<file path="config.mk">
export PLATFORM = sky130hd
export DESIGN_NAME = aes_job_arbiter
export DESIGN_NICKNAME = d
export VERILOG_FILES = /design/src/rtl/aes_job_arbiter.sv
export SDC_FILE = /design/constraint.sdc
export NUM_CORES = 1
export LEC_CHECK = 0
export ABC_AREA = 0
export BUFFER_PORTS_ARGS = -buffer_cell sky130_fd_sc_hd__buf_2
export CORE_MARGIN = 2
export CORE_UTILIZATION = 40
export DETAILED_ROUTE_END_ITERATION = 8
export PLACE_DENSITY_LB_ADDON = 0.15
export SLEW_MARGIN = 25
export SYNTH_ARGS = -nofsm -noshare
export SYNTH_HDL_FRONTEND = slang
export SYNTH_SLANG_ARGS = --single-unit
</file>
<file path="constraint.sdc">
create_clock -name clk -period 3 [get_ports clk]
set_input_delay 0.15 -clock clk [delete_from_list [all_inputs] [get_ports clk]]
set_output_delay 0.15 -clock clk [all_outputs]
set_load 0.05 [all_outputs]
</file>
<file path="src/rtl/aes_job_arbiter.sv">
// -----------------------------------------------------------------------------
// aes_job_arbiter
//
// Round-robin job scheduler that lends a single aes_controller datapath to
// NUM_REQ requesters (e.g. DMA channels). The winner keeps the engine for a
// whole job. During that job the scheduler presents the winner's command,
// pulses start, counts completed 128-bit blocks and releases the engine. The
// engine is released on the last block, or on a watchdog timeout when the
// engine stalls.
//
// Ports
//   clk           block clock (s00_axis_aclk domain)
//   reset         asynchronous, active-high reset
//   req_valid     [NUM_REQ]                 requester i has a pending job
//   req_cmd       [NUM_REQ*CMD_WIDTH]       command of requester i
//   req_blocks    [NUM_REQ*BLK_CNT_WIDTH]   job length of requester i (blocks)
//   req_grant     [NUM_REQ]                 one-hot engine owner, held per job
//   req_done      [NUM_REQ]                 1-cycle pulse: job completed
//   req_err       [NUM_REQ]                 1-cycle pulse: zero length / timeout
//   aes_cmd       [CMD_WIDTH]               latched command of current job
//   aes_start     1-cycle pulse, start the job on the engine
//   aes_abort     1-cycle pulse, flush the engine after a timeout
//   aes_blk_done  engine finished one block (1-cycle pulse per block)
//   busy          high in every state except IDLE
//   blk_count     [BLK_CNT_WIDTH]           blocks completed in current job
// -----------------------------------------------------------------------------
module aes_job_arbiter #(
  parameter int NUM_REQ       = 4,
  parameter int CMD_WIDTH     = 32,
  parameter int BLK_CNT_WIDTH = 12,
  parameter int TIMEOUT       = 65535
) (
  input  logic                             clk,
  input  logic                             reset,
  input  logic [NUM_REQ-1:0]               req_valid,
  input  logic [NUM_REQ*CMD_WIDTH-1:0]     req_cmd,
  input  logic [NUM_REQ*BLK_CNT_WIDTH-1:0] req_blocks,
  output logic [NUM_REQ-1:0]               req_grant,
  output logic [NUM_REQ-1:0]               req_done,
  output logic [NUM_REQ-1:0]               req_err,
  output logic [CMD_WIDTH-1:0]             aes_cmd,
  output logic                             aes_start,
  output logic                             aes_abort,
  input  logic                             aes_blk_done,
  output logic                             busy,
  output logic [BLK_CNT_WIDTH-1:0]         blk_count
);

  localparam int IDX_W = (NUM_REQ > 1) ? $clog2(NUM_REQ) : 1;
  localparam int WD_W  = 16;

  typedef enum logic [2:0] {
    S_IDLE  = 3'd0,
    S_START = 3'd1,
    S_RUN   = 3'd2,
    S_DONE  = 3'd3,
    S_ABORT = 3'd4
  } state_t;

  state_t                   r_state;
  logic [IDX_W-1:0]         r_ptr;
  logic [IDX_W-1:0]         r_cur;
  logic [BLK_CNT_WIDTH-1:0] r_job_len;
  logic [BLK_CNT_WIDTH-1:0] r_blk_count;
  logic [WD_W-1:0]          r_wd;
  logic [NUM_REQ-1:0]       r_grant;
  logic [NUM_REQ-1:0]       r_done;
  logic [NUM_REQ-1:0]       r_err;
  logic [CMD_WIDTH-1:0]     r_aes_cmd;
  logic                     r_start;
  logic                     r_abort;
  logic                     r_busy;

  logic                     w_found;
  logic [IDX_W-1:0]         w_win;
  logic [IDX_W-1:0]         w_cand;
  logic [NUM_REQ-1:0]       w_win_oh;
  logic [CMD_WIDTH-1:0]     w_win_cmd;
  logic [BLK_CNT_WIDTH-1:0] w_win_blocks;
  logic [WD_W:0]            w_wd_inc;
  logic                     w_timeout;
  logic                     w_last;
  logic [BLK_CNT_WIDTH-1:0] w_cnt_next;

  // Round-robin search: start one past the previous owner and wrap, so the
  // requester that was just served has the lowest priority.
  always_comb begin
    w_found = 1'b0;
    w_win   = '0;
    w_cand  = '0;
    for (int k = 1; k <= NUM_REQ; k++) begin
      w_cand = IDX_W'((int'(r_ptr) + k) % NUM_REQ);
      if (!w_found && req_valid[w_cand]) begin
        w_found = 1'b1;
        w_win   = w_cand;
      end
    end
  end

  // Select the winner's command/length with constant slices only.
  always_comb begin
    w_win_cmd    = '0;
    w_win_blocks = '0;
    w_win_oh     = '0;
    for (int i = 0; i < NUM_REQ; i++) begin
      if (w_win == IDX_W'(i)) begin
        w_win_cmd    = req_cmd[i*CMD_WIDTH +: CMD_WIDTH];
        w_win_blocks = req_blocks[i*BLK_CNT_WIDTH +: BLK_CNT_WIDTH];
        w_win_oh[i]  = 1'b1;
      end
    end
  end

  // The watchdog value this cycle would reach; hitting TIMEOUT means TIMEOUT
  // consecutive RUN cycles have passed without a completed block.
  assign w_wd_inc   = {1'b0, r_wd} + (WD_W+1)'(1);
  assign w_timeout  = (TIMEOUT != 0) && (w_wd_inc == (WD_W+1)'(TIMEOUT));
  // job_len is never 0 in RUN, so job_len-1 cannot underflow here.
  assign w_last     = (r_blk_count == (r_job_len - BLK_CNT_WIDTH'(1)));
  assign w_cnt_next = (&r_blk_count) ? r_blk_count
                                     : (r_blk_count + BLK_CNT_WIDTH'(1));

  always_ff @(posedge clk or posedge reset) begin
    if (reset) begin
      r_state     <= S_IDLE;
      r_ptr       <= IDX_W'(NUM_REQ - 1);
      r_cur       <= '0;
      r_job_len   <= '0;
      r_blk_count <= '0;
      r_wd        <= '0;
      r_grant     <= '0;
      r_done      <= '0;
      r_err       <= '0;
      r_aes_cmd   <= '0;
      r_start     <= 1'b0;
      r_abort     <= 1'b0;
      r_busy      <= 1'b0;
    end else begin
      // Pulse outputs default low; each state raises them for one cycle.
      r_start <= 1'b0;
      r_abort <= 1'b0;
      r_done  <= '0;
      r_err   <= '0;

      case (r_state)
        S_IDLE: begin
          if (w_found) begin
            r_aes_cmd <= w_win_cmd;
            r_job_len <= w_win_blocks;
            r_cur     <= w_win;
            if (w_win_blocks == '0) begin
              // Reject without granting; moving the pointer lets the others
              // go first on the next scan.
              r_err <= w_win_oh;
              r_ptr <= w_win;
            end else begin
              r_grant     <= w_win_oh;
              r_start     <= 1'b1;
              r_busy      <= 1'b1;
              r_blk_count <= '0;
              r_wd        <= '0;
              r_state     <= S_START;
            end
          end
        end

        S_START: begin
          r_blk_count <= '0;
          r_wd        <= '0;
          r_state     <= S_RUN;
        end

        S_RUN: begin
          // A block completion takes priority over a simultaneous timeout.
          if (aes_blk_done) begin
            r_blk_count <= w_cnt_next;
            r_wd        <= '0;
            if (w_last) begin
              r_done  <= r_grant;
              r_grant <= '0;
              r_state <= S_DONE;
            end
          end else if (w_timeout) begin
            r_abort <= 1'b1;
            r_err   <= r_grant;
            r_grant <= '0;
            r_state <= S_ABORT;
          end else begin
            r_wd <= w_wd_inc[WD_W-1:0];
          end
        end

        S_DONE, S_ABORT: begin
          r_ptr   <= r_cur;
          r_busy  <= 1'b0;
          r_state <= S_IDLE;
        end

        default: begin
          r_grant <= '0;
          r_busy  <= 1'b0;
          r_state <= S_IDLE;
        end
      endcase
    end
  end

  assign req_grant = r_grant;
  assign req_done  = r_done;
  assign req_err   = r_err;
  assign aes_cmd   = r_aes_cmd;
  assign aes_start = r_start;
  assign aes_abort = r_abort;
  assign busy      = r_busy;
  assign blk_count = r_blk_count;

endmodule

</file>
==> impl_metrics.sql, run 1 <==
INSERT INTO impl_metrics (metric_group, metric, value, unit) VALUES
('sta', 'max_clock_freq', '347', 'MHz'),
('sta', 'timing.final.setup_violations', '0', ''),
('yosys', 'synth_compound_gate_area_share', '23.2', '%'),
('yosys', 'synthSimpleGateAreaFrac', '21.7', '%'),
('placed_design', 'postPlaceCellArea', '7910', 'um^2'),
('sta', 'maxSlewHeadroom', '38.6', '%'),
('placed_design', 'hpwlAfterDp', '15.0', 'mm'),
('floorplan', 'start_util', '41.2', '%'),
('worst_setup_path', 'cp.required', '3.25', 'ns'),
('detailed_routing', 'vias_per_cell', '5.34', ''),
('pwr', 'static-leakage-power', '0.00402', 'uW'),
('floorplan', 'dieArea', '16800', 'um^2'),
('floorplan', 'die_y', '130', 'um'),
('detailed_routing', 'final_antenna_net_count', '0', ''),
('yosys', 'syn_nets', '932', ''),
('cts', 'clk_pin_slew_worst_paths', '0.07', 'ns'),
('yosys', 'ys.flop_type', 'sky130_fd_sc_hd__dfrtp_1', ''),
('yosys', 'avgSynthCellArea', '8.46', 'um^2'),
('worst_setup_path', 'critPathBufInv', '2', ''),
('sta', 'worst_hold_slack', '0.0145', 'ns'),
('worst_setup_path', 'critPathKind', 'register to register', ''),
('yosys', 'synth.mux.area_fraction', '9.57', '%'),
('global_route', 'grt_remaining_overflow', '0', ''),
('worst_setup_path', 'crit_path_top_delay_cell', 'sky130_fd_sc_hd__dfstp_2', ''),
('pwr', 'clockPowerShare', '16.8', '%'),
('outcome', 'run_status', 'complete, no violations', ''),
('run', 'cap_violations', '0', ''),
('sta', 'setup_skew_after_layout', '0.00746', 'ns'),
('sta', 'final.setup.tns', '0', 'ns'),
('global_route', 'initial_antenna_violation_count', '0', ''),
('yosys', 'synth_cell_type_count', '76', ''),
('placed_design', 'place.port_buffers', '241', ''),
('worst_setup_path', 'critical_path.max_fanout', '13', ''),
('detailed_routing', 'drt_iter0_drc', '326', ''),
('yosys', 'synth_xor_area_share', '2.64', '%'),
('cts', 'cts_made_buffers', '9', ''),
('finish', 'postLayoutCellArea', '8290', 'um^2'),
('finish', 'net_count_of_the_finished_layout', '1179', ''),
('sta', 'hold_viol', '0', ''),
('detailed_routing', 'drcViolationCount', '0', ''),
('yosys', 'synth_enable_flop_cells', '0', ''),
('worst_setup_path', 'worst_path_most_repeated_cell', 'sky130_fd_sc_hd__mux2i_1', ''),
('yosys', 'combinational_family_with_the_most_area_after_synthesis', 'compound AO/OA/AOI/OAI gates', ''),
('global_route', 'first_global_vias', '6018', ''),
('global_route', 'largest_net_degree_at_the_start_of_global_routing', '80', ''),
('sta', 'min_period', '2.88', 'ns'),
('cts', 'cts-root-to-sink-buffers', '2', ''),
('worst_setup_path', 'setup.worst_path.end_class', 'register', ''),
('cts', 'worst_skew_pair.late_latency', '0.36', 'ns'),
('worst_setup_path', 'top_family_by_delay_on_critical_path', 'compound AO/OA/AOI/OAI gates', ''),
('yosys', 'post_synth_main_area_contributors', 'sky130_fd_sc_hd__dfrtp_1, sky130_fd_sc_hd__nand2_1, sky130_fd_sc_hd__mux2i_1, sky130_fd_sc_hd__o21ai_0, sky130_fd_sc_hd__a21oi_1', ''),
('yosys', 'ys_warn_count', '0', ''),
('cts', 'cts.sinks', '94', ''),
('global_route', 'globalRouteMet3Util', '6.19', '%'),
('placed_design', 'finalWeightedCongestion', '0.893', ''),
('sta', 'slew_viol_final', '0', ''),
('floorplan', 'io_pins', '242', ''),
('worst_setup_path', 'worstSetupStartpointType', 'register', ''),
('detailed_routing', 'detail_route.first_pass.iterations', '4', ''),
('yosys', 'synth_top_cells_by_count', 'sky130_fd_sc_hd__nand2_1, sky130_fd_sc_hd__dfrtp_1, sky130_fd_sc_hd__o21ai_0, sky130_fd_sc_hd__a21oi_1, sky130_fd_sc_hd__mux2i_1', ''),
('detailed_routing', 'vias_post_dr', '6458', ''),
('yosys', 'synthMostInstantiatedCell', 'sky130_fd_sc_hd__nand2_1', ''),
('finish', 'area_growth_syn_to_layout', '31.6', '%'),
('sta', 'grt_setup_unrepaired', 'no', ''),
('global_route', 'first_pass_grt_wire_length', '30.1', 'mm'),
('cts', 'htree_num_levels', '3', ''),
('yosys', 'synth_top_area_cell', 'sky130_fd_sc_hd__dfrtp_1', ''),
('sta', 'max_slew.worst_pin.slew', '0.921', 'ns'),
('sta', 'layout_worst_path_cycle_share', '96.0', '%'),
('pwr', 'power.switching', '3540', 'uW'),
('yosys', 'adder_cell_share_of_the_synthesized_area', '0.794', '%');
worst min-delay path: cells and delay by family:
family | cells | cell delay, ns
AOI/OAI and AO/OA | 2 | 0.11
buffers and inverters | 1 | 0.08
flip-flops by register name (all words and copies together), names as in the netlist:
signal,count
r_cur,2
blk_count,12
r_wd,16
aes_cmd,32
req_err,4
r_job_len,12
req_grant,4
aes_start,1
busy,1
aes_abort,1
r_state,3
r_ptr,2
req_done,4
placed cells by master, fill, tap and decap left out, types with 4 or more instances in the layout:
cell                        synthesis  final
sky130_fd_sc_hd__or3_1              9      9
sky130_fd_sc_hd__o21ai_0           64     64
sky130_fd_sc_hd__nor2_1            41     40
sky130_fd_sc_hd__clkbuf_16          0     10
sky130_fd_sc_hd__nor3_1            12     12
sky130_fd_sc_hd__ha_1               4      4
sky130_fd_sc_hd__xnor2_1           10     10
sky130_fd_sc_hd__o21ai_1            5      5
sky130_fd_sc_hd__a22oi_1           26     26
sky130_fd_sc_hd__inv_1             20     19
sky130_fd_sc_hd__xor2_1             9      9
sky130_fd_sc_hd__dfrtp_1           92     92
sky130_fd_sc_hd__a22o_1             4      4
sky130_fd_sc_hd__a21oi_1           60     60
sky130_fd_sc_hd__mux2i_1           46     46
sky130_fd_sc_hd__buf_12             0      4
sky130_fd_sc_hd__mux2_2            10     10
sky130_fd_sc_hd__and2_1             6      6
sky130_fd_sc_hd__buf_4              5     39
sky130_fd_sc_hd__o22a_1             9      9
sky130_fd_sc_hd__nand4_1            6      6
sky130_fd_sc_hd__a31oi_1            9      9
sky130_fd_sc_hd__nor4_4             5      5
sky130_fd_sc_hd__buf_2              7    241
sky130_fd_sc_hd__nand2b_1           8      7
sky130_fd_sc_hd__a21o_1             4      4
sky130_fd_sc_hd__or4_1              4      4
sky130_fd_sc_hd__nand3_1           17     17
sky130_fd_sc_hd__nand3b_1           4      4
sky130_fd_sc_hd__nor4_1             7      7
sky130_fd_sc_hd__nand2_1          134    134
sky130_fd_sc_hd__o21a_1             4      4
layer usage:
layer  vias up  wire length [um]  share of wire (%)
li1       3195                 -                  -
met1      3038              8440                 43
met2       199              9730                 49
met3        26              1210                6.2
met4         0               286                1.5
met5         -                 0                  0
area by class of cell:
cell class | count | area (um^2)
fillers | 1494 | 7020
multi-input cells | 581 | 3670
flip-flops and latches | 94 | 2350
repair buffers | 286 | 1610
well taps | 211 | 264
clock buffers | 9 | 225
clock inverters | 7 | 80.1
inverters | 20 | 80.1
diodes | 1 | 2.50
per-stage QoR:
stage	total power, uW	worst slack, ns
after floorplan	4870	0.174
after global placement	5950	0.153
after detailed placement	6000	0.0360
after CTS	7220	0.0153
after global routing	7730	0.00807
final	7240	0.121
power groups by stage:
| stage | Clock (uW) | Combinational, uW | Sequential, uW |
|---|---|---|---|
| after floorplan | 0 | 2030 | 2840 |
| after global placement | 0 | 3920 | 2030 |
| after detailed placement | 0 | 3950 | 2040 |
| after CTS | 1240 | 3960 | 2020 |
| after global routing | 1290 | 4360 | 2070 |
| final | 1210 | 4000 | 2020 |
cells by family (layout without fill, tap and decap cells):
family | count (synthesis) | after routing
multiplexers | 58 | 58
adder cells (fa/ha/maj) | 4 | 4
AND/OR/NAND/NOR | 273 | 273
flip-flops | 94 | 94
buffers and inverters | 70 | 322
other | 0 | 1
XOR/XNOR | 19 | 19
AO/OA/AOI/OAI | 227 | 227
timing repair:
action,CTS,global route
hold buffers,0,1
gates resized for setup,0,2
hold endpoints to repair,0,50
endpoints found under the setup margin,0,14
setup buffers,0,3
worst paths after layout:
check	cells past startpoint	endpoint	slack, ns	from
worst max-delay path	9	r_wd[12]	0.12	r_ptr[1]
worst min-delay path	3	aes_cmd[10]	0.01	req_cmd[106]
worst max register to register	9	r_wd[12]	0.12	r_ptr[1]
worst min register to register	2	aes_cmd[2]	0.48	aes_cmd[2]
max in group asynchronous	4	aes_cmd[31]	1.88	reset
min in group asynchronous	3	aes_cmd[20]	0.48	reset
No activity file was read; power rests on OpenSTA's default activity.
==> run 2, diff against run 1 <==
- CORE_UTILIZATION: 40 -> 35
- clock period: 3 -> 3.5 ns (I/O delays scaled with it)
==> impl_metrics.sql, run 2 (synthesized netlist as in run 1, its figures left out) <==
INSERT INTO impl_metrics (metric_group, metric, value, unit) VALUES
('pwr', 'swShare', '50.1', '%'),
('cts', 'clk_pin_slew_worst_paths', '0.08', 'ns'),
('cts', 'htree_num_levels', '3', ''),
('worst_setup_path', 'crit_path_top_delay_cell', 'sky130_fd_sc_hd__dfstp_2', ''),
('detailed_routing', 'drt_iter0_drc', '375', ''),
('global_route', 'first_pass_grt_wire_length', '32.2', 'mm'),
('placed_design', 'hpwlAfterDp', '15.0', 'mm'),
('global_route', 'gr-usage-all-layers', '20.5', '%'),
('global_route', 'grt_remaining_overflow', '0', ''),
('run', 'cap_violations', '0', ''),
('pwr', 'cell_internal_power_dissipation', '3000', 'uW'),
('cts', 'tritoncts', 'built', ''),
('pwr', 'power_frac_seq', '29.1', '%'),
('floorplan', 'num_rows', '49', ''),
('floorplan', 'dieArea', '19100', 'um^2'),
('sta', 'setup_skew_after_layout', '0.00871', 'ns'),
('sta', 'max_clock_freq', '314', 'MHz'),
('sta', 'max_slew.worst_pin.slew', '0.935', 'ns'),
('detailed_routing', 'route.detailed.wl_per_inst', '16.6', 'um'),
('worst_hold_path', 'holdCritPathClass', 'input pin to asynchronous set/reset pin', ''),
('floorplan', 'die_y', '138', 'um'),
('worst_setup_path', 'setup.worst_path.end_class', 'register', ''),
('worst_setup_path', 'crit_startpoint', 'r_ptr[1]', ''),
('pwr', 'clockPowerShare', '16.7', '%'),
('worst_setup_path', 'worstSetupStartpointType', 'register', ''),
('detailed_routing', 'vias_post_dr', '6316', ''),
('pwr', 'overall_power_consumption', '6020', 'uW'),
('finish', 'largest_reg_flops', '32', ''),
('sta', 'layout_worst_path_cycle_share', '91.1', '%'),
('floorplan', 'die_width', '138', 'um'),
('pwr', 'share_comb_of_total_power', '54.1', '%'),
('detailed_routing', 'final_antenna_net_count', '0', ''),
('global_route', 'largest_net_degree_at_the_start_of_global_routing', '79', ''),
('finish', 'final_layout_size_suffix_gt1_share', '32.2', '%'),
('finish', 'commonest_cells_after_routing_fill_and_taps_aside', 'sky130_fd_sc_hd__buf_2, sky130_fd_sc_hd__nand2_1, sky130_fd_sc_hd__dfrtp_1', ''),
('detailed_routing', 'detail_route.first_pass.iterations', '5', ''),
('cts', 'cts_made_buffers', '9', ''),
('worst_setup_path', 'timing.critical_path.cells', 'nand3b_1, a31oi_4, buf_4, mux2i_1, mux2i_1, nor4_4, a31oi_4, o21ai_2, mux2_4', ''),
('sta', 'maxSlewHeadroom', '37.1', '%'),
('worst_setup_path', 'critPathKind', 'register to register', ''),
('worst_setup_path', 'max_stage_delay', '0.63', 'ns'),
('placed_design', 'finalWeightedCongestion', '0.877', ''),
('finish', 'area_growth_syn_to_layout', '27.5', '%'),
('global_route', 'first_global_vias', '6140', ''),
('cts', 'ctsRootBufferMaster', 'sky130_fd_sc_hd__clkbuf_16', ''),
('global_route', 'initial_antenna_violation_count', '0', ''),
('detailed_routing', 'wl', '19.8', 'mm'),
('worst_setup_path', 'top_family_by_delay_on_critical_path', 'compound AO/OA/AOI/OAI gates', ''),
('detailed_routing', 'drcViolationCount', '0', ''),
('worst_setup_path', 'cp.required', '3.74', 'ns'),
('finish', 'antennaDiodeCount', '0', ''),
('placed_design', 'place.port_buffers', '241', ''),
('detailed_routing', 'vias_per_cell', '5.28', ''),
('floorplan', 'io_pins', '242', ''),
('cts', 'cts.sinks', '94', ''),
('floorplan', 'floorplan.core_area', '17800', 'um^2'),
('pwr', 'static-leakage-power', '0.00384', 'uW'),
('sta', 'min_period', '3.19', 'ns'),
('outcome', 'failing_checks', 'hold timing', ''),
('worst_setup_path', 'critPathBufInv', '1', ''),
('sta', 'hold_viol', '75', ''),
('outcome', 'run_status', 'finished, violations left', ''),
('cts', 'cts.hold.buffers_added', '0', ''),
('finish', 'post-route-util', '45.0', '%'),
('cts', 'worst_skew_pair.late_latency', '0.36', 'ns'),
('pwr', 'power_density', '749', 'nW/um^2'),
('floorplan', 'start_util', '35.3', '%'),
('cts', 'cts-root-to-sink-buffers', '2', ''),
('finish', 'mostFrequentLayoutCell', 'sky130_fd_sc_hd__buf_2', ''),
('finish', 'net_count_of_the_finished_layout', '1150', ''),
('worst_setup_path', 'arrival', '3.43', 'ns'),
('sta', 'worst_hold_slack', '-0.0439', 'ns'),
('sta', 'timing.final.setup_violations', '0', ''),
('sta', 'grt_setup_unrepaired', 'no', ''),
('pwr', 'power.switching', '3020', 'uW'),
('worst_setup_path', 'critical_path.max_fanout', '10', ''),
('sta', 'slew_viol_final', '0', ''),
('pwr', 'vdd.ir_drop.worst', '0.000432', 'V'),
('sta', 'final.setup.tns', '0', 'ns'),
('placed_design', 'postPlaceCellArea', '7720', 'um^2'),
('worst_setup_path', 'r2r_start', 'r_ptr[1]', ''),
('finish', 'postLayoutCellArea', '8030', 'um^2');
## run 2: cell count changes in the layout (fill, tap and decap cells not counted), moves of 2 or more
cell and delta:
sky130_fd_sc_hd__buf_12 -3, sky130_fd_sc_hd__buf_4 -24, sky130_fd_sc_hd__inv_8 +2, sky130_fd_sc_hd__inv_6 -2
## run 2: per-stage QoR
step	worst slack, ns	hold WS, ns	cells
after floorplan	0.674	0.314	745
after global placement	0.332	0.401	1181
after detailed placement	0.289	0.406	1181
after CTS	0.254	0.0297	1197
after global routing	0.137	0.0120	1197
final	0.312	-0.0439	1197
## run 2: timing repair
| action | CTS | global route |
|---|---|---|
| setup endpoints to repair | 0 | 1 |
| buffers inserted | 0 | 0 |
| resized for setup | 0 | 1 |
## run 2: final timing paths
check,slack [ns],to,cells past startpoint
hold / removal,-0.04,req_done[3],2
min in group clk,0.04,aes_cmd[20],3
max in group asynchronous,2.79,r_job_len[4],3
setup / recovery,0.31,req_grant[3],9
setup reg to reg,0.31,req_grant[3],9
hold reg to reg,0.48,aes_cmd[1],2
## run 2: per-layer routing
| layer | vias to the layer above | GRT usage, % | part of all wire (%) |
|---|---|---|---|
| li1 | 3135 | - | - |
| met1 | 2973 | 28.3 | 47 |
| met2 | 184 | 33.8 | 48 |
| met3 | 24 | 3.36 | 4.4 |
| met4 | 0 | 5.32 | 1.4 |
| met5 | - | 0 | 0 |
## run 2: power by group through the flow
stage / registers (uW) / logic, uW / clock network [uW]
after global placement: 1770 / 3260 / 0
after detailed placement: 1770 / 3270 / 0
after floorplan: 2440 / 1740 / 0
after CTS: 1750 / 3280 / 1030
final: 1750 / 3260 / 1010
after global routing: 1810 / 3570 / 1080
## run 2: area by class of cell
class,instances,area (um^2)
fill,1822,9810
multi-input combinational,581,3670
sequential,94,2350
timing repair buffer,257,1340
tap,229,287
clock buffer,9,225
inverter,20,80.1
clock inverter,7,75.1
